`src/rtl/hazard_stall_unit_pkg.sv`:
```
// Shared definitions for the pipeline hazard/stall controller: register width,
// memory opcodes, FSM state encodings and the saturating counter helper.
package hazard_stall_unit_pkg;

  localparam int          RSIZE_DEF = 5;
  localparam logic [3:0]  OP_LW_DEF = 4'd8;
  localparam logic [3:0]  OP_SW_DEF = 4'd9;

  typedef enum logic [1:0] {
    ST_RUN      = 2'd0,
    ST_MEM_WAIT = 2'd1,
    ST_ERR      = 2'd2
  } state_e;

  function automatic logic [15:0] sat_inc16(input logic [15:0] val);
    return (val == 16'hFFFF) ? val : val + 16'd1;
  endfunction

endpackage

```
`src/rtl/hazard_stall_unit.sv`:
```
// Pipeline hazard controller: load-use bubbles, branch flushes, data-memory
// freeze with timeout, plus saturating stall/flush performance counters.
//
//   state       | meaning
//   ------------+------------------------------------------------------------
//   ST_RUN      | normal flow; a memory wait freezes and enters ST_MEM_WAIT
//   ST_MEM_WAIT | frozen on data memory; counts waited cycles up to TIMEOUT
//   ST_ERR      | one-cycle timeout exit; freeze released, MEM_Timeout set
module hazard_stall_unit
  import hazard_stall_unit_pkg::*;
#(
  parameter int          RSIZE   = RSIZE_DEF,
  parameter logic [3:0]  OP_LW   = OP_LW_DEF,
  parameter logic [3:0]  OP_SW   = OP_SW_DEF,
  parameter logic [7:0]  TIMEOUT = 8'd255
) (
  input  logic             clk,
  input  logic             rst_n,
  input  logic [RSIZE-1:0] ID_RAddr1,
  input  logic [RSIZE-1:0] ID_RAddr2,
  input  logic [RSIZE-1:0] EX_WAddr,
  input  logic             EX_RFWen,
  input  logic [3:0]       EX_opCode,
  input  logic             EX_BrTaken,
  input  logic [3:0]       MEM_opCode,
  input  logic             DMEM_Ready,
  output logic             PC_Stall,
  output logic             IF_ID_Stall,
  output logic             ID_EX_Bubble,
  output logic             IF_ID_Flush,
  output logic             ID_EX_Flush,
  output logic             Pipe_Freeze,
  output logic             MEM_Timeout,
  output logic [15:0]      Stall_Cnt,
  output logic [15:0]      Flush_Cnt
);

  state_e      r_state;
  logic [7:0]  r_wait_cnt;
  logic        r_lu_done;
  logic        r_mem_timeout;
  logic [15:0] r_stall_cnt;
  logic [15:0] r_flush_cnt;

  logic        w_load_use;
  logic        w_mem_wait;
  logic        w_freeze;
  logic        w_flush;
  logic        w_bubble;
  logic [8:0]  w_wait_nxt;

  // Outputs are gated by rst_n so nothing leaks out while reset is held.
  always_comb begin
    w_load_use = (EX_opCode == OP_LW) && EX_RFWen && (EX_WAddr != '0) &&
                 ((EX_WAddr == ID_RAddr1) || (EX_WAddr == ID_RAddr2));
    w_mem_wait = ((MEM_opCode == OP_LW) || (MEM_opCode == OP_SW)) && !DMEM_Ready;
    w_freeze   = rst_n && w_mem_wait && (r_state != ST_ERR);
    w_flush    = rst_n && !w_freeze && EX_BrTaken;
    w_bubble   = rst_n && !w_freeze && !w_flush && w_load_use && !r_lu_done;
    w_wait_nxt = {1'b0, r_wait_cnt} + 9'd1;
  end

  assign Pipe_Freeze  = w_freeze;
  assign PC_Stall     = w_freeze | w_bubble;
  assign IF_ID_Stall  = w_freeze | w_bubble;
  assign ID_EX_Bubble = w_bubble;
  assign IF_ID_Flush  = w_flush;
  assign ID_EX_Flush  = w_flush;
  assign MEM_Timeout  = r_mem_timeout;
  assign Stall_Cnt    = r_stall_cnt;
  assign Flush_Cnt    = r_flush_cnt;

  // wait_cnt holds cycles already waited; ERR is entered once that reaches TIMEOUT.
  always_ff @(posedge clk or negedge rst_n) begin
    if (!rst_n) begin
      r_state       <= ST_RUN;
      r_wait_cnt    <= 8'd0;
      r_mem_timeout <= 1'b0;
    end else begin
      case (r_state)
        ST_RUN: begin
          if (w_mem_wait) begin
            r_wait_cnt <= 8'd1;
            if (TIMEOUT <= 8'd1) begin
              r_state       <= ST_ERR;
              r_mem_timeout <= 1'b1;
            end else begin
              r_state <= ST_MEM_WAIT;
            end
          end
        end
        ST_MEM_WAIT: begin
          if (!w_mem_wait) begin
            r_state    <= ST_RUN;
            r_wait_cnt <= 8'd0;
          end else if (w_wait_nxt >= {1'b0, TIMEOUT}) begin
            r_state       <= ST_ERR;
            r_wait_cnt    <= w_wait_nxt[7:0];
            r_mem_timeout <= 1'b1;
          end else begin
            r_wait_cnt <= w_wait_nxt[7:0];
          end
        end
        ST_ERR: begin
          r_state    <= ST_RUN;
          r_wait_cnt <= 8'd0;
        end
        default: begin
          r_state    <= ST_RUN;
          r_wait_cnt <= 8'd0;
        end
      endcase
    end
  end

  always_ff @(posedge clk or negedge rst_n) begin
    if (!rst_n) begin
      r_lu_done <= 1'b0;
    end else if (!w_load_use) begin
      r_lu_done <= 1'b0;
    end else if (w_bubble) begin
      r_lu_done <= 1'b1;
    end
  end

  always_ff @(posedge clk or negedge rst_n) begin
    if (!rst_n) begin
      r_stall_cnt <= 16'd0;
      r_flush_cnt <= 16'd0;
    end else begin
      if (PC_Stall)    r_stall_cnt <= sat_inc16(r_stall_cnt);
      if (ID_EX_Flush) r_flush_cnt <= sat_inc16(r_flush_cnt);
    end
  end

endmodule
```
`config.mk`:
```
export PLATFORM = sky130hd
export DESIGN_NAME = hazard_stall_unit
export DESIGN_NICKNAME = d
export VERILOG_FILES = /design/src/rtl/hazard_stall_unit_pkg.sv /design/src/rtl/hazard_stall_unit.sv
export SDC_FILE = /design/constraint.sdc
export NUM_CORES = 1
export LEC_CHECK = 0
export CAP_MARGIN = 40
export CORE_MARGIN = 1.5
export CORE_UTILIZATION = 40
export CTS_CLUSTER_SIZE = 16
export DETAILED_ROUTE_END_ITERATION = 10
export GPL_ROUTABILITY_DRIVEN = 0
export PLACE_DENSITY = 0.68
export SETUP_SLACK_MARGIN = 0.15
export SLEW_MARGIN = 20
export SYNTH_ARGS = -nofsm -noshare
export SYNTH_HDL_FRONTEND = slang
export SYNTH_SLANG_ARGS = --single-unit
```
`constraint.sdc`:
```
create_clock -name clk -period 4.15 [get_ports clk]
set_input_delay 1.245 -clock clk [delete_from_list [all_inputs] [get_ports clk]]
set_output_delay 1.245 -clock clk [all_outputs]
set_load 0.005 [all_outputs]
```
==> impl_metrics.ini <==
[run_status]
status = finished clean

[drt]
drt-initial-drc-count = 97
route.detailed.drc = 0
drt_first_pass_iters = 4
viasPerCell = 5.195
vias = 2026
drt-total-wl_um = 5318
route.antenna.remaining_nets = 0
routedWlPerCell_um = 13.64

[logic_synthesis]
ys_ff_latch = 44
synth-edff-count = 0
synth.distinct_cells = 40
netlist_top_cells_count = 44 x dfrtp_1, 30 x xor2_1, 22 x nor2_1
synth_ff_type = dfrtp_1
synthesis.area_mm2 = 0.002370
ys_async_sr_fraction = 1.000
synth_top_area_share = 0.4646
yosysMostFrequentCell = dfrtp_1
synth_area_leader_cell = dfrtp_1
yosys_warnings = 0
synth_nets = 271
syn_avg_cell_area_um2 = 9.915
syn_inst = 239
ys_seq_area_frac = 0.4646
yosys-top-cells-area = dfrtp_1 46%, xor2_1 11%, xnor2_1 4.1%

[timing]
layout_min_cycle_time_ns = 3.940
setup_viol = 0
report.final.slew_viol_count = 0
finClkSkew_ns = 0.006906
rsz0062_at_grt = no
worst_pin_slew_ns = 0.6717
fin_hold_ws_ns = 0.4932
max_freq_ghz = 0.2538
timing.slew.headroom = 0.5518
finalCritPeriodShare = 0.9495
finalHoldViolations = 0

[floorplanning]
coreArea_mm2 = 0.005608
start_util = 0.4226
die_h_um = 79.97
die-area_mm2 = 0.006395
fp.dieW_um = 79.97
ios = 67
num_rows = 27

[critical_path]
crit_path_max_incr_delay_ns = 0.45
required_ns = 2.90
path_class = in -> out
worstRegToRegCells = 7
arrival_ns = 2.70
crit_fanout = 2
cp_cell_sequence = clkdlybuf4s50_1, xor2_1, nor2_1, a22oi_2, o41a_1, inv_1, buf_2
critical_path.slowest_cell = o41a_1
startpoint_type = primary input
cp-end-kind = output port

[global_route]
first_global_vias = 1930
grt_use_total = 0.1769
grt.met2_usage = 0.2874
grt_util_met3 = 0.02857
grt_most_used_layer = met2
antenna_found_initial = 0
grt_use_met1 = 0.2493
grt_pass1_wl_um = 9018
grt_max_degree = 28
grt-ovfl-total = 0

[finish]
final_layout_size_suffix_gt1_frac = 0.1226
fillers = 532
design_area_mm2 = 0.003242
n_antenna_cell = 0
nNetsFinal = 349
areaGrowthSynthToFinish_pct = 36.80
layoutNonFillerInstCount = 390

[pwr]
power_density_mw_per_mm2 = 322.4
peakVddDrop_mv = 0.2654
leakage_uw = 0.001521

[clock_network]
clock_latency_ns = 0.29
tritoncts = yes
cts_buffer_depth = 2
numCtsBuffers = 5
root_buffer = clkbuf_8
htreeDepth = 2
cts.sink_count = 44
clk_pin_slew_ns = 0.08

[placed_design]
dpl_cell_area_mm2 = 0.003142
hpwl_um = 3993
portBuffers = 65
place_inst = 381

[min_path]
hold_class = reg -> reg
worstHoldPathCells = 1

[job]
drv_cap = 0
## registers in the layout, indices dropped and copies added, names as in the netlist
name	count
MEM_Timeout	1
Stall_Cnt	16
r_state	2
r_lu_done	1
Flush_Cnt	16
r_wait_cnt	8
## power by group
| part | leakage (µW) | switching (µW) | internal (µW) |
|---|---|---|---|
| logic | 0.000885 | 91.8 | 145 |
| registers | 0.000592 | 59.0 | 473 |
| clock network | 0.0000445 | 141 | 135 |
| total | 0.00152 | 292 | 753 |
## metrics by stage
| step | util | total power [µW] | TNS (ns) | setup slack, ns |
|---|---|---|---|---|
| after floorplan | - | 624.4 | 0 | 0.3108 |
| after global placement | 0.5602 | 775.8 | -1.214 | -0.3451 |
| after detailed placement | 0.5602 | 781.6 | -1.229 | -0.3377 |
| after CTS | 0.5743 | 1059 | 0 | 0.1660 |
| after global routing | 0.5781 | 1108 | 0 | 0.1436 |
| final | 0.5781 | 1045 | 0 | 0.2097 |
## path summary, 6_finish.rpt
path / start / end / slack [ns]
max: ID_RAddr1[1] / IF_ID_Stall / 0.21
min: MEM_Timeout / MEM_Timeout / 0.49
max reg2reg: Flush_Cnt[0] / Flush_Cnt[13] / 1.91
min reg2reg: MEM_Timeout / MEM_Timeout / 0.49
max in group asynchronous: rst_n / Flush_Cnt[13] / 2.86
min in group asynchronous: rst_n / Stall_Cnt[6] / 0.98
## worst max-delay path, delay by kind of cell
family | cells | cell delay [ns]
AO/OA/AOI/OAI | 2 | 0.55
XOR/XNOR | 1 | 0.14
buffers and inverters | 3 | 0.62
AND/OR/NAND/NOR | 1 | 0.15
## final cells by class
| type | instances | area (µm²) | share of cell area |
|---|---|---|---|
| Multi-Input combinational cell | 178 | 1200 | 0.3701 |
| Sequential cell | 44 | 1101 | 0.3396 |
| Timing Repair Buffer | 77 | 715.7 | 0.2208 |
| Tap cell | 72 | 90.09 | 0.02779 |
| Clock buffer | 7 | 86.33 | 0.02663 |
| Inverter | 11 | 41.29 | 0.01274 |
| Clock inverter | 1 | 7.507 | 0.002316 |
## routing by layer
| layer | vias to the layer above | share of wire | wire length (µm) |
|---|---|---|---|
| met4 | 0 | 0.0062 | 33 |
| met2 | 54 | 0.49 | 2587 |
| li1 | 1000 | - | - |
| met1 | 968 | 0.47 | 2481 |
| met5 | - | 0 | 0 |
| met3 | 4 | 0.041 | 216 |
## what timing repair did
action,4_1_cts,5_1_grt
hold buffers,0,0
resized for setup,27,8
pin swaps,4,6
setup buffers,0,1
setup endpoints to repair,6,4
gates cloned,0,0
## cell usage in the layout, fill, tap and decap left out, types with 4 or more instances in the layout
master | netlist | final
clkdlybuf4s50_1 | 0 | 45
nand2_1 | 15 | 15
clkbuf_8 | 0 | 6
nor4_1 | 7 | 7
xnor2_1 | 11 | 11
o21ai_0 | 5 | 4
inv_1 | 11 | 11
and3_1 | 5 | 5
nor3_1 | 9 | 8
buf_4 | 2 | 12
a21oi_1 | 6 | 6
nand3_1 | 18 | 17
dlymetal6s2s_1 | 0 | 5
or3_1 | 5 | 5
a31oi_1 | 4 | 4
nor2_1 | 22 | 22
dfrtp_1 | 44 | 44
ha_1 | 4 | 4
dlygate4sd2_1 | 0 | 10
xor2_1 | 30 | 30
buf_2 | 1 | 4
nand4_1 | 8 | 8
## kinds of logic (layout without fill, tap and decap cells)
group           count (synthesis)  in the layout  share of synthesized area
flops                          44             44                     0.4646
mux                             2              2                   0.009503
xor+xnor                       41             41                     0.1515
fa+ha+maj                       4              4                    0.02112
compound gates                 26             26                    0.07286
simple gates                  105            105                     0.2434
buf+inv                        17             96                    0.03695
Note: power is estimated with default switching activity, not from simulation.
